`config.mk`:
```
export PLATFORM = sky130hd
export DESIGN_NAME = usb_buffer_arbiter
export DESIGN_NICKNAME = d
export VERILOG_FILES = /design/src/rtl/usb_buffer_arbiter.sv
export SDC_FILE = /design/constraint.sdc
export NUM_CORES = 1
export LEC_CHECK = 0
export CORE_MARGIN = 5
export CORE_UTILIZATION = 25
export DETAILED_ROUTE_END_ITERATION = 8
export GPL_TIMING_DRIVEN = 0
export SETUP_SLACK_MARGIN = 0.1
export SLEW_MARGIN = 20
export SYNTH_ARGS = -nofsm -noshare
export SYNTH_HDL_FRONTEND = slang
export SYNTH_SLANG_ARGS = --single-unit
```
`constraint.sdc`:
```
create_clock -name clk -period 2.6 [get_ports clk]
set_input_delay 0.52 -clock clk [delete_from_list [all_inputs] [get_ports clk]]
set_output_delay 0.52 -clock clk [all_outputs]
set_load 0.05 [all_outputs]
```
`src/rtl/usb_buffer_arbiter.sv`:
```
// Arbitrates the shared USB data buffer between the RX engine, the TX engine and the AHB host port.
// The owner is locked for a whole packet or host session, and its strobes are muxed onto the buffer port.
module usb_buffer_arbiter #(
  parameter int DEPTH   = 64,
  parameter int OCC_W   = 7,
  parameter int TIMEOUT = 255
) (
  input  logic             clk,
  input  logic             rst,
  input  logic             rx_req,
  input  logic             rx_store,
  input  logic [7:0]       rx_wdata,
  input  logic             tx_req,
  input  logic             tx_get,
  input  logic             host_req,
  input  logic             host_store,
  input  logic [7:0]       host_wdata,
  input  logic             host_get,
  input  logic             host_clear,
  input  logic [OCC_W-1:0] buffer_occupancy,
  output logic             gnt_rx,
  output logic             gnt_tx,
  output logic             gnt_host,
  output logic             buf_store,
  output logic [7:0]       buf_wdata,
  output logic             buf_get,
  output logic             buf_flush,
  output logic             access_err,
  output logic             host_timeout
);

  typedef enum logic [2:0] {
    ST_IDLE,
    ST_FLUSH,
    ST_RX,
    ST_TX,
    ST_HOST
  } state_e;

  localparam logic [OCC_W-1:0] OCC_FULL    = OCC_W'(DEPTH);
  localparam logic [7:0]       TIMEOUT_CNT = 8'(TIMEOUT);

  state_e     state_q, state_d;
  logic [7:0] idle_cnt_q, idle_cnt_d;
  logic       access_err_q, access_err_d;
  logic       host_timeout_q, host_timeout_d;

  logic       store_req;
  logic       get_req;
  logic       clear_req;
  logic [7:0] wdata_sel;
  logic       buf_full;
  logic       buf_empty;
  logic       host_activity;
  logic [7:0] idle_cnt_inc;

  assign buf_full      = (buffer_occupancy >= OCC_FULL);
  assign buf_empty     = (buffer_occupancy == '0);
  assign host_activity = host_store | host_get | host_clear;
  assign idle_cnt_inc  = idle_cnt_q + 8'd1;

  assign gnt_rx       = (state_q == ST_RX);
  assign gnt_tx       = (state_q == ST_TX);
  assign gnt_host     = (state_q == ST_HOST);
  assign access_err   = access_err_q;
  assign host_timeout = host_timeout_q;

  // Only the current owner's strobes reach the buffer; everything else is dropped silently.
  always_comb begin
    store_req = 1'b0;
    get_req   = 1'b0;
    clear_req = 1'b0;
    wdata_sel = 8'h00;
    case (state_q)
      ST_RX: begin
        store_req = rx_store;
        wdata_sel = rx_wdata;
      end
      ST_TX: begin
        get_req = tx_get;
      end
      ST_HOST: begin
        store_req = host_store;
        get_req   = host_get;
        clear_req = host_clear;
        wdata_sel = host_wdata;
      end
      default: begin
        store_req = 1'b0;
      end
    endcase
  end

  // A clear overrides any same-cycle store/get; a store beats a colliding get.
  always_comb begin
    buf_store    = 1'b0;
    buf_get      = 1'b0;
    buf_wdata    = 8'h00;
    buf_flush    = (state_q == ST_FLUSH);
    access_err_d = 1'b0;
    if (clear_req) begin
      buf_flush = 1'b1;
    end else begin
      buf_store    = store_req && !buf_full;
      buf_get      = get_req && !store_req && !buf_empty;
      buf_wdata    = buf_store ? wdata_sel : 8'h00;
      access_err_d = (store_req && buf_full) ||
                     (get_req && buf_empty) ||
                     (store_req && get_req);
    end
  end

  always_comb begin
    state_d        = state_q;
    idle_cnt_d     = 8'h00;
    host_timeout_d = 1'b0;
    case (state_q)
      ST_IDLE: begin
        if (rx_req) begin
          state_d = ST_FLUSH;
        end else if (tx_req) begin
          state_d = ST_TX;
        end else if (host_req) begin
          state_d = ST_HOST;
        end
      end
      ST_FLUSH: begin
        state_d = ST_RX;
      end
      ST_RX: begin
        if (!rx_req) begin
          state_d = ST_IDLE;
        end
      end
      ST_TX: begin
        if (!tx_req) begin
          state_d = ST_IDLE;
        end
      end
      ST_HOST: begin
        // A silent host loses the lock once the idle counter reaches the limit.
        if (!host_req) begin
          state_d = ST_IDLE;
        end else if (!host_activity) begin
          idle_cnt_d = idle_cnt_inc;
          if (idle_cnt_inc == TIMEOUT_CNT) begin
            state_d        = ST_IDLE;
            host_timeout_d = 1'b1;
            idle_cnt_d     = 8'h00;
          end
        end
      end
      default: begin
        state_d = ST_IDLE;
      end
    endcase
  end

  always_ff @(posedge clk) begin
    if (rst) begin
      state_q        <= ST_IDLE;
      idle_cnt_q     <= 8'h00;
      access_err_q   <= 1'b0;
      host_timeout_q <= 1'b0;
    end else begin
      state_q        <= state_d;
      idle_cnt_q     <= idle_cnt_d;
      access_err_q   <= access_err_d;
      host_timeout_q <= host_timeout_d;
    end
  end

endmodule

```
# Word level (Yosys, flattened, before mapping)
# Index checks and enable logic that the tools add are counted.
[totals] reg_bits=13 in_bits=33 output_inout_bits=16
[op_classes] n_addsub=1 n_lt_le_gt_ge=1 n_eq_ne=10 mux=19 n_bitwise=4 reduce_logical=17
[ops] operator="3-bit two-way mux" n=8
[ops] operator="8-bit two-way mux" n=2
[ops] operator="8-bit one-hot mux with 2 select lines" n=1
[ops] operator="3-bit one-hot mux with 5 select lines" n=1
[ops] operator="8-bit by 1-bit adder with 8-bit output, second input constant" n=1
[ops] operator="8-bit == test, second input constant" n=1
[ops] operator="7-bit greater-or-equal comparator, second input constant" n=1
[ops] operator="7-bit logical NOT" n=1
[ops] operator="3-bit by 2-bit == test with 1-bit output, second input constant" n=2
[ops] operator="1-bit logical AND" n=6
[ops] operator="1-bit two-way mux" n=5
[ops] operator="5-bit AND reduction" n=1
[ops] operator="5-bit OR reduction" n=1
[ops] operator="2-bit inequality test, second input constant" n=2
[ops] operator="4-bit inequality test, second input constant" n=1
[ops] operator="1-bit one-hot mux with 2 select lines" n=2
[ops] operator="4-bit OR reduction" n=1
[ops] operator="3-bit by 1-bit == test with 1-bit output, second input constant" n=1
[ops] operator="3-bit == test, second input constant" n=1
[ops] operator="1-bit logical NOT" n=3
[ops] operator="3-bit logical NOT" n=1
[ops] operator="3-bit by 2-bit inequality test with 1-bit output, second input constant" n=1
[ops] operator="3-bit inequality test, second input constant" n=1
[ops] operator="1-bit logical OR" n=2
[ops] operator="3 further kinds" n=5

# Longest topological paths before layout
# Gate-level depths: netlist (run 1).
[logic_depth] word_depth=6 depth_mapped=6

# Worst setup path after synthesis (run 1)
# OpenSTA, ideal clock, no wires.
[synth_timing] kind="register to output" from="register state_q[1]" to="output port buf_get" t_arrival_ns=3.908 path_slack_ns=-1.828 stages_incl_launch_ff=5 path_buffers=0 path_cell_list="dfxtp_1 inv_1 nor2_1 a22oi_1 a2111oi_0"
[synth_lines] element="start, declared" line="43" source="state_e state_q, state_d;"
[synth_lines] element="start signal, assigned" line="166" source="state_q <= state_d;"
[synth_lines] element="3-bit by 2-bit == test with 1-bit output"
[synth_lines] element="via gnt_tx" line="22" source="output logic gnt_tx,"
[synth_lines] element="1-bit one-hot mux with 2 select lines" line="74" source="case (state_q)"
[synth_lines] element="1-bit logical AND (2 in series)" line="105" source="buf_get = get_req && !store_req && !buf_empty;"
[synth_lines] element="1-bit two-way mux" line="101" source="if (clear_req) begin"
[synth_lines] element="end, declared" line="26" source="output logic buf_get,"
# The timed path passes the listed nets, and every way through them passes these cells.

# Worst setup path after layout (run 1)
[layout_timing] from="input port host_clear" to="output port buf_flush"
[layout_between] elab_chain_len=2
[layout_lines] element="start, declared" line="19" source="input logic host_clear,"
[layout_lines] element="1-bit two-way mux" line="74"
[layout_lines] element="1-bit two-way mux" line="101"
[layout_lines] element="end, declared" line="27" source="output logic buf_flush,"
# No other way between the ends.

==> impl_results.html, run 1 <==
<table>
<tr><th>Metric</th><th>Value</th></tr>
<tr><th colspan="2">Detailed routing</th></tr>
<tr><td>Average detailed-routed wire length per instance</td><td>13.6 microns</td></tr>
<tr><td>Via count of the routed design</td><td>992</td></tr>
<tr><td>Detailed-routing iteration count for the pre-antenna-repair pass</td><td>4</td></tr>
<tr><td>Remaining DRCs</td><td>0</td></tr>
<tr><td>Post-route ant nets</td><td>0</td></tr>
<tr><td>Initial detailed-routing violation count</td><td>28</td></tr>
<tr><td>Ratio of routed vias to standard cells</td><td>4.72</td></tr>
<tr><td>Final routed wirelength across all metal layers</td><td>2860 microns</td></tr>
<tr><th colspan="2">STA</th></tr>
<tr><td>Maximum operating frequency</td><td>413 MHz</td></tr>
<tr><td>Final max-slew violation count</td><td>0</td></tr>
<tr><td>Clock tree skew after final layout</td><td>0.00542 ns</td></tr>
<tr><td>Minimum setup slack in the final design</td><td>0.179 ns</td></tr>
<tr><td>Tightest Pin Transition</td><td>0.505 ns</td></tr>
<tr><td>Portion of the clock cycle consumed by the worst path in the final layout</td><td>93.1%</td></tr>
<tr><td>Final number of setup-violating endpoints</td><td>0</td></tr>
<tr><td>RSZ-0062 raised after global routing</td><td>true</td></tr>
<tr><td>Final Critical Period</td><td>2.42 ns</td></tr>
<tr><td>Relative slew slack</td><td>66.3%</td></tr>
<tr><td>Final count of hold timing violations</td><td>0</td></tr>
<tr><th colspan="2">Synthesis</th></tr>
<tr><td>Unique cell type count in the Yosys netlist</td><td>37</td></tr>
<tr><td>Warning count from the yosys run</td><td>0</td></tr>
<tr><td>Cell taking the most area after synthesis</td><td>sky130_fd_sc_hd__dfxtp_1</td></tr>
<tr><td>Share of the synthesized area in the top cell type</td><td>30.0%</td></tr>
<tr><td>Net count after synthesis</td><td>145</td></tr>
<tr><td>Mean area per synthesized cell</td><td>7.89 sq um</td></tr>
<tr><td>Portion of the post-synthesis area used by sequential elements</td><td>30.0%</td></tr>
<tr><td>Synthesized instance count</td><td>110</td></tr>
<tr><td>Summed instance area of the synthesized netlist</td><td>868 sq um</td></tr>
<tr><td>Post-synthesis register bit count</td><td>13</td></tr>
<tr><td>Cells taking the most area after synthesis</td><td>sky130_fd_sc_hd__dfxtp_1 (30%), sky130_fd_sc_hd__nor2_1 (9.1%), sky130_fd_sc_hd__a22oi_1 (7.8%)</td></tr>
<tr><th colspan="2">CTS</th></tr>
<tr><td>Clock insertion delay at the later pin of the skew report</td><td>0.28 ns</td></tr>
<tr><td>H-tree Lvls</td><td>1</td></tr>
<tr><td>Clock slew at reported path FFs</td><td>0.08 ns</td></tr>
<tr><td>CTS max path bufs</td><td>2</td></tr>
<tr><td>Clock Sink Count</td><td>13</td></tr>
<tr><td>TritonCTS clock tree</td><td>built</td></tr>
<tr><td>Root Driver</td><td>sky130_fd_sc_hd__clkbuf_4</td></tr>
<tr><td>Cts bufs inserted</td><td>3</td></tr>
<tr><td>Hold-fix buffers, CTS</td><td>0</td></tr>
<tr><th colspan="2">Cells and area</th></tr>
<tr><td>Commonest non-fill, non-tap cells in the layout</td><td>sky130_fd_sc_hd__clkdlybuf4s50_1 (31), sky130_fd_sc_hd__nor2_1 (12), sky130_fd_sc_hd__dfxtp_1 (12)</td></tr>
<tr><td>Growth of design area from synthesis to finish</td><td>72.3%</td></tr>
<tr><td>Final std cells w/o fill</td><td>210</td></tr>
<tr><td>Number of nets at the end of the flow</td><td>200</td></tr>
<tr><td>Share of final-layout standard cells stronger than drive strength 1</td><td>25.0%</td></tr>
<tr><td>Commonest non-fill, non-tap cell in the layout</td><td>sky130_fd_sc_hd__clkdlybuf4s50_1</td></tr>
<tr><td>Number of antenna cells inserted</td><td>0</td></tr>
<tr><td>Area of all placed cells without fillers</td><td>0.00150 sq mm</td></tr>
<tr><th colspan="2">Die</th></tr>
<tr><td>Top-level port count</td><td>49</td></tr>
<tr><td>Die height</td><td>68.9 microns</td></tr>
<tr><td>Area of the die</td><td>0.00475 sq mm</td></tr>
<tr><td>Die X</td><td>68.9 microns</td></tr>
<tr><td>Starting Density</td><td>26.0%</td></tr>
<tr><td>Floorplan core area</td><td>0.00334 sq mm</td></tr>
<tr><td>Placement Rows</td><td>21</td></tr>
<tr><th colspan="2">Worst hold path</th></tr>
<tr><td>Depth of the worst hold-timing path</td><td>1</td></tr>
<tr><td>Worst Hold Endpoint</td><td>idle_cnt_q[0]</td></tr>
<tr><td>Classification of the worst-slack hold path</td><td>flip-flop to flip-flop</td></tr>
<tr><td>Hold_sp</td><td>idle_cnt_q[0]</td></tr>
<tr><th colspan="2">Place</th></tr>
<tr><td>Setup WS pre-CTS</td><td>-0.809 ns</td></tr>
<tr><td>Cell area after placement</td><td>0.00146 sq mm</td></tr>
<tr><td>Port Buffers</td><td>48</td></tr>
<tr><td>Number of cells in the design after placement</td><td>204</td></tr>
<tr><td>Final GP Congestion</td><td>0.824</td></tr>
<tr><td>Dpl hpwl</td><td>2350 microns</td></tr>
<tr><th colspan="2">Power and ir drop</th></tr>
<tr><td>Total chip power</td><td>0.512 mW</td></tr>
<tr><td>Combinational share of power</td><td>33.9%</td></tr>
<tr><td>Switching share of power</td><td>32.6%</td></tr>
<tr><td>Power share of the sequential group</td><td>41.0%</td></tr>
<tr><td>Leakage power figure</td><td>0.531 nW</td></tr>
<tr><td>Largest voltage drop on the vdd net</td><td>0.118 mV</td></tr>
<tr><td>P per Cell Area</td><td>342 mW/mm^2</td></tr>
<tr><td>Design internal power</td><td>0.345 mW</td></tr>
<tr><td>Clk pwr share</td><td>25.1%</td></tr>
<tr><td>Psw</td><td>0.167 mW</td></tr>
<tr><th colspan="2">Critical path</th></tr>
<tr><td>Depth of the worst register-to-register path</td><td>6</td></tr>
<tr><td>Startpoint type of the worst setup path</td><td>input port</td></tr>
<tr><td>Largest fanout on the critical path</td><td>5</td></tr>
<tr><td>Critical R2R Launch</td><td>idle_cnt_q[0]</td></tr>
<tr><td>Arr. time, crit path</td><td>1.90 ns</td></tr>
<tr><td>Required time of the worst setup path</td><td>2.08 ns</td></tr>
<tr><td>Crit end category</td><td>output pin</td></tr>
<tr><td>Endpoint of the worst register-to-register path</td><td>idle_cnt_q[7]</td></tr>
<tr><td>Crit path kind</td><td>input port to output pin</td></tr>
<tr><td>R2r setup slk</td><td>0.82 ns</td></tr>
<tr><th colspan="2">GRT</th></tr>
<tr><td>Overall global routing resource usage</td><td>12.3%</td></tr>
<tr><td>Global-route wire length before repair</td><td>4280 microns</td></tr>
<tr><td>Largest net degree at the start of global routing</td><td>11</td></tr>
<tr><td>Antenna violations before repair</td><td>0</td></tr>
<tr><td>Total global routing overflow</td><td>0</td></tr>
<tr><td>Number of global-route vias before repair</td><td>929</td></tr>
<tr><th colspan="2">Status</th></tr>
<tr><td>Run status</td><td>finished, final reports clean</td></tr>
<tr><th colspan="2">Flow run</th></tr>
<tr><td>Max_cap viols</td><td>0</td></tr>
</table>
## power groups by stage
stage / clock network, mW / registers, mW / logic [mW]
global placement: 0 / 0.214 / 0.166
finish: 0.128 / 0.210 / 0.174
detailed placement: 0 / 0.214 / 0.169
global route: 0.151 / 0.211 / 0.184
CTS: 0.134 / 0.209 / 0.170
floorplan: 0 / 0.213 / 0.0883
## flip-flops by register name, indices dropped and copies added (netlist names)
signal,count
access_err,1
host_timeout,1
idle_cnt_q,8
state_q,3
## final cells by class
cell class / count / area [sq um]
buffer: 3 / 20.0
clock buffer: 4 / 26.3
fill: 347 / 1840
inverter: 5 / 18.8
multi-input combinational: 89 / 656
sequential: 13 / 262
tap: 46 / 57.6
timing repair buffer: 50 / 457
## logic make-up after synthesis
kind of cell,after synthesis,share of synthesized area [%]
compound gates,29,24.9
simple gates,53,32.9
fa+ha+maj,2,2.88
xor+xnor,5,5.04
buf+inv,8,4.32
flops,13,30.0
## cells in the mapped netlist (all sizes together)
master	number
nand4b	1
o2111a	1
buf	2
o31ai	1
a21oi	8
a221oi	1
nand4	1
xor2	2
nor3b	2
nand3	8
or4	1
or2	1
nor4	2
a31oi	1
nor2	21
ha	2
a211oi	1
o211ai	1
nor3	4
o21bai	2
xnor2	3
a22oi	9
nand2	4
or3	1
inv	5
clkbuf	1
nand3b	3
nand2b	3
and2	1
dfxtp	13
o21ai	3
a2111oi	1
## worst max path at each step
stage,cells after the start,slack (ns),end,start
CTS,6,0.02,buf_wdata[6],rx_store
floorplan,4,0.14,buf_get,state_q[1]
global placement,6,-0.78,buf_wdata[0],host_store
detailed placement,6,-0.81,buf_wdata[6],rx_store
finish,4,0.18,buf_flush,host_clear
global route,6,0.1,buf_wdata[6],host_store
## metal layers
metal,GRT usage (%),wire (microns)
met5,0,0
met4,5.35,27
met3,3.57,146
met2,19.9,1480
met1,15.1,1210
## repair_timing
item	CTS	global route
endpoints found under the hold margin	0	0
gates resized for setup	63	10
pin swaps	3	3
setup endpoints to repair	13	12
setup buffers	0	2
## worst max-delay path, stage by stage
cell and delay, ns:
sky130_fd_sc_hd__clkdlybuf4s50_1 0.59, sky130_fd_sc_hd__nand3b_1 0.10, sky130_fd_sc_hd__a21oi_1 0.14, sky130_fd_sc_hd__dlygate4sd2_1 0.54
## metrics by stage
| stage | util (%) | TNS [ns] | hold WS, ns |
|---|---|---|---|
| CTS | 44.2 | 0 | 0.540 |
| detailed placement | 43.6 | -7.97 | 0.527 |
| finish | 44.8 | 0 | 0.542 |
| global placement | 43.6 | -7.64 | 0.500 |
| global route | 44.8 | 0 | 0.577 |
| floorplan | - | 0 | 0.471 |
Power figures use the tool's default switching activity.
==> run 2, diff against run 1 <==
--- a/config.mk
+++ b/config.mk
@@ -5,6 +5,7 @@
 export SDC_FILE = /design/constraint.sdc
 export NUM_CORES = 1
 export LEC_CHECK = 0
+export ABC_CLOCK_PERIOD_IN_PS = 2600
 export CORE_MARGIN = 5
 export CORE_UTILIZATION = 25
 export DETAILED_ROUTE_END_ITERATION = 8
==> results of run 2 <==
Final layout, timing and power as in run 1 (identical DEF).
==> run 3, diff against run 2 <==
--- a/config.mk
+++ b/config.mk
@@ -5,12 +5,14 @@
 export SDC_FILE = /design/constraint.sdc
 export NUM_CORES = 1
 export LEC_CHECK = 0
+export ABC_AREA = 1
 export ABC_CLOCK_PERIOD_IN_PS = 2600
 export CORE_MARGIN = 5
 export CORE_UTILIZATION = 25
 export DETAILED_ROUTE_END_ITERATION = 8
+export GPL_ROUTABILITY_DRIVEN = 0
 export GPL_TIMING_DRIVEN = 0
-export SETUP_SLACK_MARGIN = 0.1
+export SETUP_SLACK_MARGIN = 0.05
 export SLEW_MARGIN = 20
 export SYNTH_ARGS = -nofsm -noshare
 export SYNTH_HDL_FRONTEND = slang
==> run 3 against run 2 <==
  * Clock skew decreased by 0.0031 ns
  * Worst hold slack got worse by 0.059 ns
  * Combinational power decreased by 5%
  * Synthesized cell count increased by 36%
  * Highest routed layer unchanged
  * Largest cell class unchanged
  * Wire length decreased by 7.2%
  * Sequential share of layout area increased by 0.80 points
  * Clock power about the same
  * Setup slack got worse by 0.017 ns
==> impl_results.html, run 3 <==
<table>
<tr><th>Metric</th><th>Value</th></tr>
<tr><th colspan="2">Status</th></tr>
<tr><td>Run status</td><td>finished, final reports clean</td></tr>
<tr><th colspan="2">GRT</th></tr>
<tr><td>Total global routing overflow</td><td>0 (unchanged)</td></tr>
<tr><td>Antenna violations before repair</td><td>0 (unchanged)</td></tr>
<tr><td>Largest net degree at the start of global routing</td><td>11 (unchanged)</td></tr>
<tr><td>Global-route wire length before repair</td><td>4390 microns (+2.4%)</td></tr>
<tr><td>Number of global-route vias before repair</td><td>936 (+0.75%)</td></tr>
<tr><td>Overall global routing resource usage</td><td>11.1% (-1.2 points)</td></tr>
<tr><th colspan="2">Power and ir drop</th></tr>
<tr><td>Clk pwr share</td><td>25.0% (about the same)</td></tr>
<tr><td>Largest voltage drop on the vdd net</td><td>0.175 mV (+47%)</td></tr>
<tr><td>Combinational share of power</td><td>33.1% (-0.8 points)</td></tr>
<tr><td>Power share of the sequential group</td><td>41.8% (+0.8 points)</td></tr>
<tr><td>Switching share of power</td><td>32.9% (+0.31 points)</td></tr>
<tr><td>Psw</td><td>0.165 mW (-1.3%)</td></tr>
<tr><td>Design internal power</td><td>0.336 mW (-2.7%)</td></tr>
<tr><td>Leakage power figure</td><td>0.637 nW (+20%)</td></tr>
<tr><td>P per Cell Area</td><td>351 mW/mm^2 (+2.7%)</td></tr>
<tr><th colspan="2">Cells and area</th></tr>
<tr><td>Commonest non-fill, non-tap cells in the layout</td><td>sky130_fd_sc_hd__nand2_1 (42), sky130_fd_sc_hd__clkdlybuf4s50_1 (36), sky130_fd_sc_hd__inv_1 (26)</td></tr>
<tr><td>Growth of design area from synthesis to finish</td><td>61.6%</td></tr>
<tr><td>Commonest non-fill, non-tap cell in the layout</td><td>sky130_fd_sc_hd__nand2_1</td></tr>
<tr><td>Most flop-heavy register</td><td>idle_cnt_q</td></tr>
<tr><td>Area of all placed cells without fillers</td><td>0.00142 sq mm (-4.8%)</td></tr>
<tr><td>Flip-flop count of the largest register after layout</td><td>8 (unchanged)</td></tr>
<tr><td>Number of antenna cells inserted</td><td>0 (unchanged)</td></tr>
<tr><td>Number of nets at the end of the flow</td><td>238 (+19%)</td></tr>
<tr><td>Utilization after layout</td><td>42.3% (-2.5 points)</td></tr>
<tr><td>Share of final-layout standard cells stronger than drive strength 1</td><td>11.9% (-13 points)</td></tr>
<tr><td>Largest registers in the final layout</td><td>idle_cnt_q: 8 flops, state_q: 3 flops</td></tr>
<tr><th colspan="2">STA</th></tr>
<tr><td>Clock tree skew after final layout</td><td>0.00233 ns (-0.00309 ns)</td></tr>
<tr><td>Portion of the clock cycle consumed by the worst path in the final layout</td><td>93.8% (+0.64 points)</td></tr>
<tr><td>Minimum setup slack in the final design</td><td>0.162 ns (-0.0167 ns)</td></tr>
<tr><td>Final number of setup-violating endpoints</td><td>0 (unchanged)</td></tr>
<tr><td>Maximum operating frequency</td><td>410 MHz (-0.69%)</td></tr>
<tr><td>Final count of hold timing violations</td><td>0 (unchanged)</td></tr>
<tr><td>Final Critical Period</td><td>2.44 ns (+0.0167 ns)</td></tr>
<tr><td>Relative slew slack</td><td>65.9% (-0.40 points)</td></tr>
<tr><td>Hold Slack</td><td>0.483 ns (-0.0585 ns)</td></tr>
<tr><td>Final max-slew violation count</td><td>0 (unchanged)</td></tr>
<tr><td>Tightest Pin Transition</td><td>0.510 ns (+0.00517 ns)</td></tr>
<tr><td>RSZ-0062 raised after global routing</td><td>false</td></tr>
<tr><th colspan="2">Synthesis</th></tr>
<tr><td>Mean area per synthesized cell</td><td>5.87 sq um (-26%)</td></tr>
<tr><td>Share of the synthesized area in the top cell type</td><td>29.5% (-0.43 points)</td></tr>
<tr><td>Warning count from the yosys run</td><td>0 (unchanged)</td></tr>
<tr><td>Cell taking the most area after synthesis</td><td>sky130_fd_sc_hd__dfxtp_1</td></tr>
<tr><td>Unique cell type count in the Yosys netlist</td><td>23 (-38%)</td></tr>
<tr><td>Portion of the post-synthesis area used by sequential elements</td><td>29.5% (-0.43 points)</td></tr>
<tr><td>Share of flip-flops with an asynchronous set or reset</td><td>0% (unchanged)</td></tr>
<tr><td>Net count after synthesis</td><td>185 (+28%)</td></tr>
<tr><td>Synthesized instance count</td><td>150 (+36%)</td></tr>
<tr><td>Cells taking the most area after synthesis</td><td>sky130_fd_sc_hd__dfxtp_1 (30%), sky130_fd_sc_hd__nand2_1 (18%), sky130_fd_sc_hd__inv_1 (11%)</td></tr>
<tr><td>Most common flop cell mapped by yosys</td><td>sky130_fd_sc_hd__dfxtp_1</td></tr>
<tr><td>Summed instance area of the synthesized netlist</td><td>881 sq um (+1.4%)</td></tr>
<tr><td>Cell with the most instances after synthesis</td><td>sky130_fd_sc_hd__nand2_1</td></tr>
<tr><td>Top cells by count, synth</td><td>sky130_fd_sc_hd__nand2_1 (42), sky130_fd_sc_hd__inv_1 (26), sky130_fd_sc_hd__nor2_1 (21)</td></tr>
<tr><td>Post-synthesis register bit count</td><td>13 (unchanged)</td></tr>
<tr><td>Number of flops mapped to enable cells by yosys</td><td>0 (unchanged)</td></tr>
<tr><th colspan="2">Detailed routing</th></tr>
<tr><td>Ratio of routed vias to standard cells</td><td>4.08 (-14%)</td></tr>
<tr><td>Detailed-routing iteration count for the pre-antenna-repair pass</td><td>4 (unchanged)</td></tr>
<tr><td>Average detailed-routed wire length per instance</td><td>10.7 microns (-21%)</td></tr>
<tr><td>Final routed wirelength across all metal layers</td><td>2660 microns (-7.2%)</td></tr>
<tr><td>Via count of the routed design</td><td>1,013 (+2.1%)</td></tr>
<tr><td>Initial detailed-routing violation count</td><td>41 (+46%)</td></tr>
<tr><td>Post-route ant nets</td><td>0 (unchanged)</td></tr>
<tr><td>Remaining DRCs</td><td>0 (unchanged)</td></tr>
<tr><th colspan="2">CTS</th></tr>
<tr><td>TritonCTS clock tree</td><td>built</td></tr>
<tr><td>Clock insertion delay at the later pin of the skew report</td><td>0.27 ns (about the same)</td></tr>
<tr><td>Clock Sink Count</td><td>13 (unchanged)</td></tr>
<tr><td>Root Driver</td><td>sky130_fd_sc_hd__clkbuf_4</td></tr>
<tr><td>CTS max path bufs</td><td>2 (unchanged)</td></tr>
<tr><td>Buffer count from post-CTS setup fixing</td><td>0 (unchanged)</td></tr>
<tr><td>H-tree Lvls</td><td>1 (unchanged)</td></tr>
<tr><td>Clock slew at reported path FFs</td><td>0.08 ns (about the same)</td></tr>
<tr><td>Cts bufs inserted</td><td>3 (unchanged)</td></tr>
<tr><th colspan="2">Flow run</th></tr>
<tr><td>Max_cap viols</td><td>0 (unchanged)</td></tr>
<tr><th colspan="2">Die</th></tr>
<tr><td>Top-level port count</td><td>49 (unchanged)</td></tr>
<tr><td>Area of the die</td><td>0.00481 sq mm (+1.2%)</td></tr>
<tr><td>Placement Rows</td><td>21 (unchanged)</td></tr>
<tr><td>Floorplan core area</td><td>0.00336 sq mm (+0.79%)</td></tr>
<tr><td>Die height</td><td>69.4 microns (+0.62%)</td></tr>
<tr><td>Starting Density</td><td>26.2% (+0.17 points)</td></tr>
<tr><td>Die X</td><td>69.4 microns (+0.62%)</td></tr>
<tr><th colspan="2">Worst hold path</th></tr>
<tr><td>Classification of the worst-slack hold path</td><td>flip-flop to flip-flop</td></tr>
<tr><th colspan="2">Critical path</th></tr>
<tr><td>Required time of the worst setup path</td><td>2.08 ns (about the same)</td></tr>
<tr><td>Worst path most repeated cell</td><td>sky130_fd_sc_hd__inv_1</td></tr>
<tr><td>Arr. time, crit path</td><td>1.92 ns (+0.02 ns)</td></tr>
<tr><td>Largest fanout on the critical path</td><td>9 (+4)</td></tr>
<tr><td>Cell chain of the critical path</td><td>clkdlybuf4s50_1 -&gt; inv_1 -&gt; o22ai_2 -&gt; inv_1 -&gt; nor2_2 -&gt; nand2_2 -&gt; a21oi_1 -&gt; clkbuf_4</td></tr>
<tr><td>Master of the slowest instance on the critical path</td><td>sky130_fd_sc_hd__clkdlybuf4s50_1</td></tr>
<tr><td>Crit end category</td><td>output pin</td></tr>
<tr><td>Startpoint type of the worst setup path</td><td>input port</td></tr>
<tr><td>Crit path kind</td><td>input port to output pin</td></tr>
<tr><td>Peak per-stage delay on the critical path</td><td>0.47 ns (-0.12 ns)</td></tr>
<tr><th colspan="2">Place</th></tr>
<tr><td>Port Buffers</td><td>48 (unchanged)</td></tr>
<tr><td>Setup WS pre-CTS</td><td>-0.479 ns (+0.330 ns)</td></tr>
<tr><td>Dpl hpwl</td><td>2280 microns (-3.1%)</td></tr>
<tr><td>Cell area after placement</td><td>0.00142 sq mm (-2.5%)</td></tr>
</table>
## run 3: path summary, 6_finish.rpt
kind         cells past startpoint             to  slack [ns]          start
max                              8   buf_wdata[2]        0.16     host_store
min                              1  idle_cnt_q[0]        0.48  idle_cnt_q[0]
max reg2reg                     11  idle_cnt_q[5]        0.99  idle_cnt_q[0]
min reg2reg                      1  idle_cnt_q[0]        0.48  idle_cnt_q[0]
## run 3: repair_timing
action / in CTS / in global routing
endpoints found under the setup margin: 11 / 11
resized for setup: 46 / 19
gates cloned: 0 / 0
hold buffers: 0 / 0
## run 3: cells by family (layout without fill, tap and decap cells)
| group | after synthesis | count (layout) | synth area share (%) |
|---|---|---|---|
| adders and majority gates | 2 | 2 | 2.84 |
| AOI/OAI and AO/OA | 18 | 18 | 11.5 |
| buffers and inverters | 29 | 81 | 12.4 |
| and+or+nand+nor | 88 | 88 | 43.8 |
| DFF | 13 | 13 | 29.5 |
## run 3: metal layers
| metal | global-route usage, % | share of wire (%) | wire length [microns] |
|---|---|---|---|
| met2 | 19.9 | 52 | 1390 |
| met4 | 2.60 | 0.71 | 19 |
| met1 | 13.4 | 44 | 1180 |
| met5 | 0 | 0 | 0 |
| met3 | 2.17 | 2.7 | 71 |
## run 3: power by group through the flow
stage          logic [mW]  registers (mW)  clock network (mW)
2_1_floorplan      0.0871           0.214                   0
3_3_place_gp        0.170           0.214                   0
3_5_place_dp        0.170           0.214                   0
4_1_cts             0.167           0.209               0.133
5_1_grt             0.180           0.210               0.141
6_report            0.166           0.209               0.125
## run 3: per-stage QoR
| step | TNS (ns) | cells | total power, mW |
|---|---|---|---|
| floorplan | 0 | 150 | 0.301 |
| global placement | -4.33 | 244 | 0.384 |
| detailed placement | -4.35 | 244 | 0.384 |
| CTS | 0 | 248 | 0.509 |
| global route | 0 | 248 | 0.532 |
| finish | 0 | 248 | 0.500 |
## run 3: layout make-up
| cell class | instances | area, sq um |
|---|---|---|
| fill | 406 | 1940 |
| multi-input combinational | 108 | 518 |
| timing repair buffer | 48 | 452 |
| sequential | 13 | 260 |
| inverter | 29 | 109 |
| tap | 46 | 57.6 |
| clock buffer | 3 | 22.5 |
| clock inverter | 1 | 5.00 |
## run 3: worst max-delay path: cells and delay by family
| family | cells | cell delay (ns) |
|---|---|---|
| AOI/OAI and AO/OA | 2 | 0.31 |
| and+or+nand+nor | 2 | 0.22 |
| buffers and inverters | 4 | 0.84 |
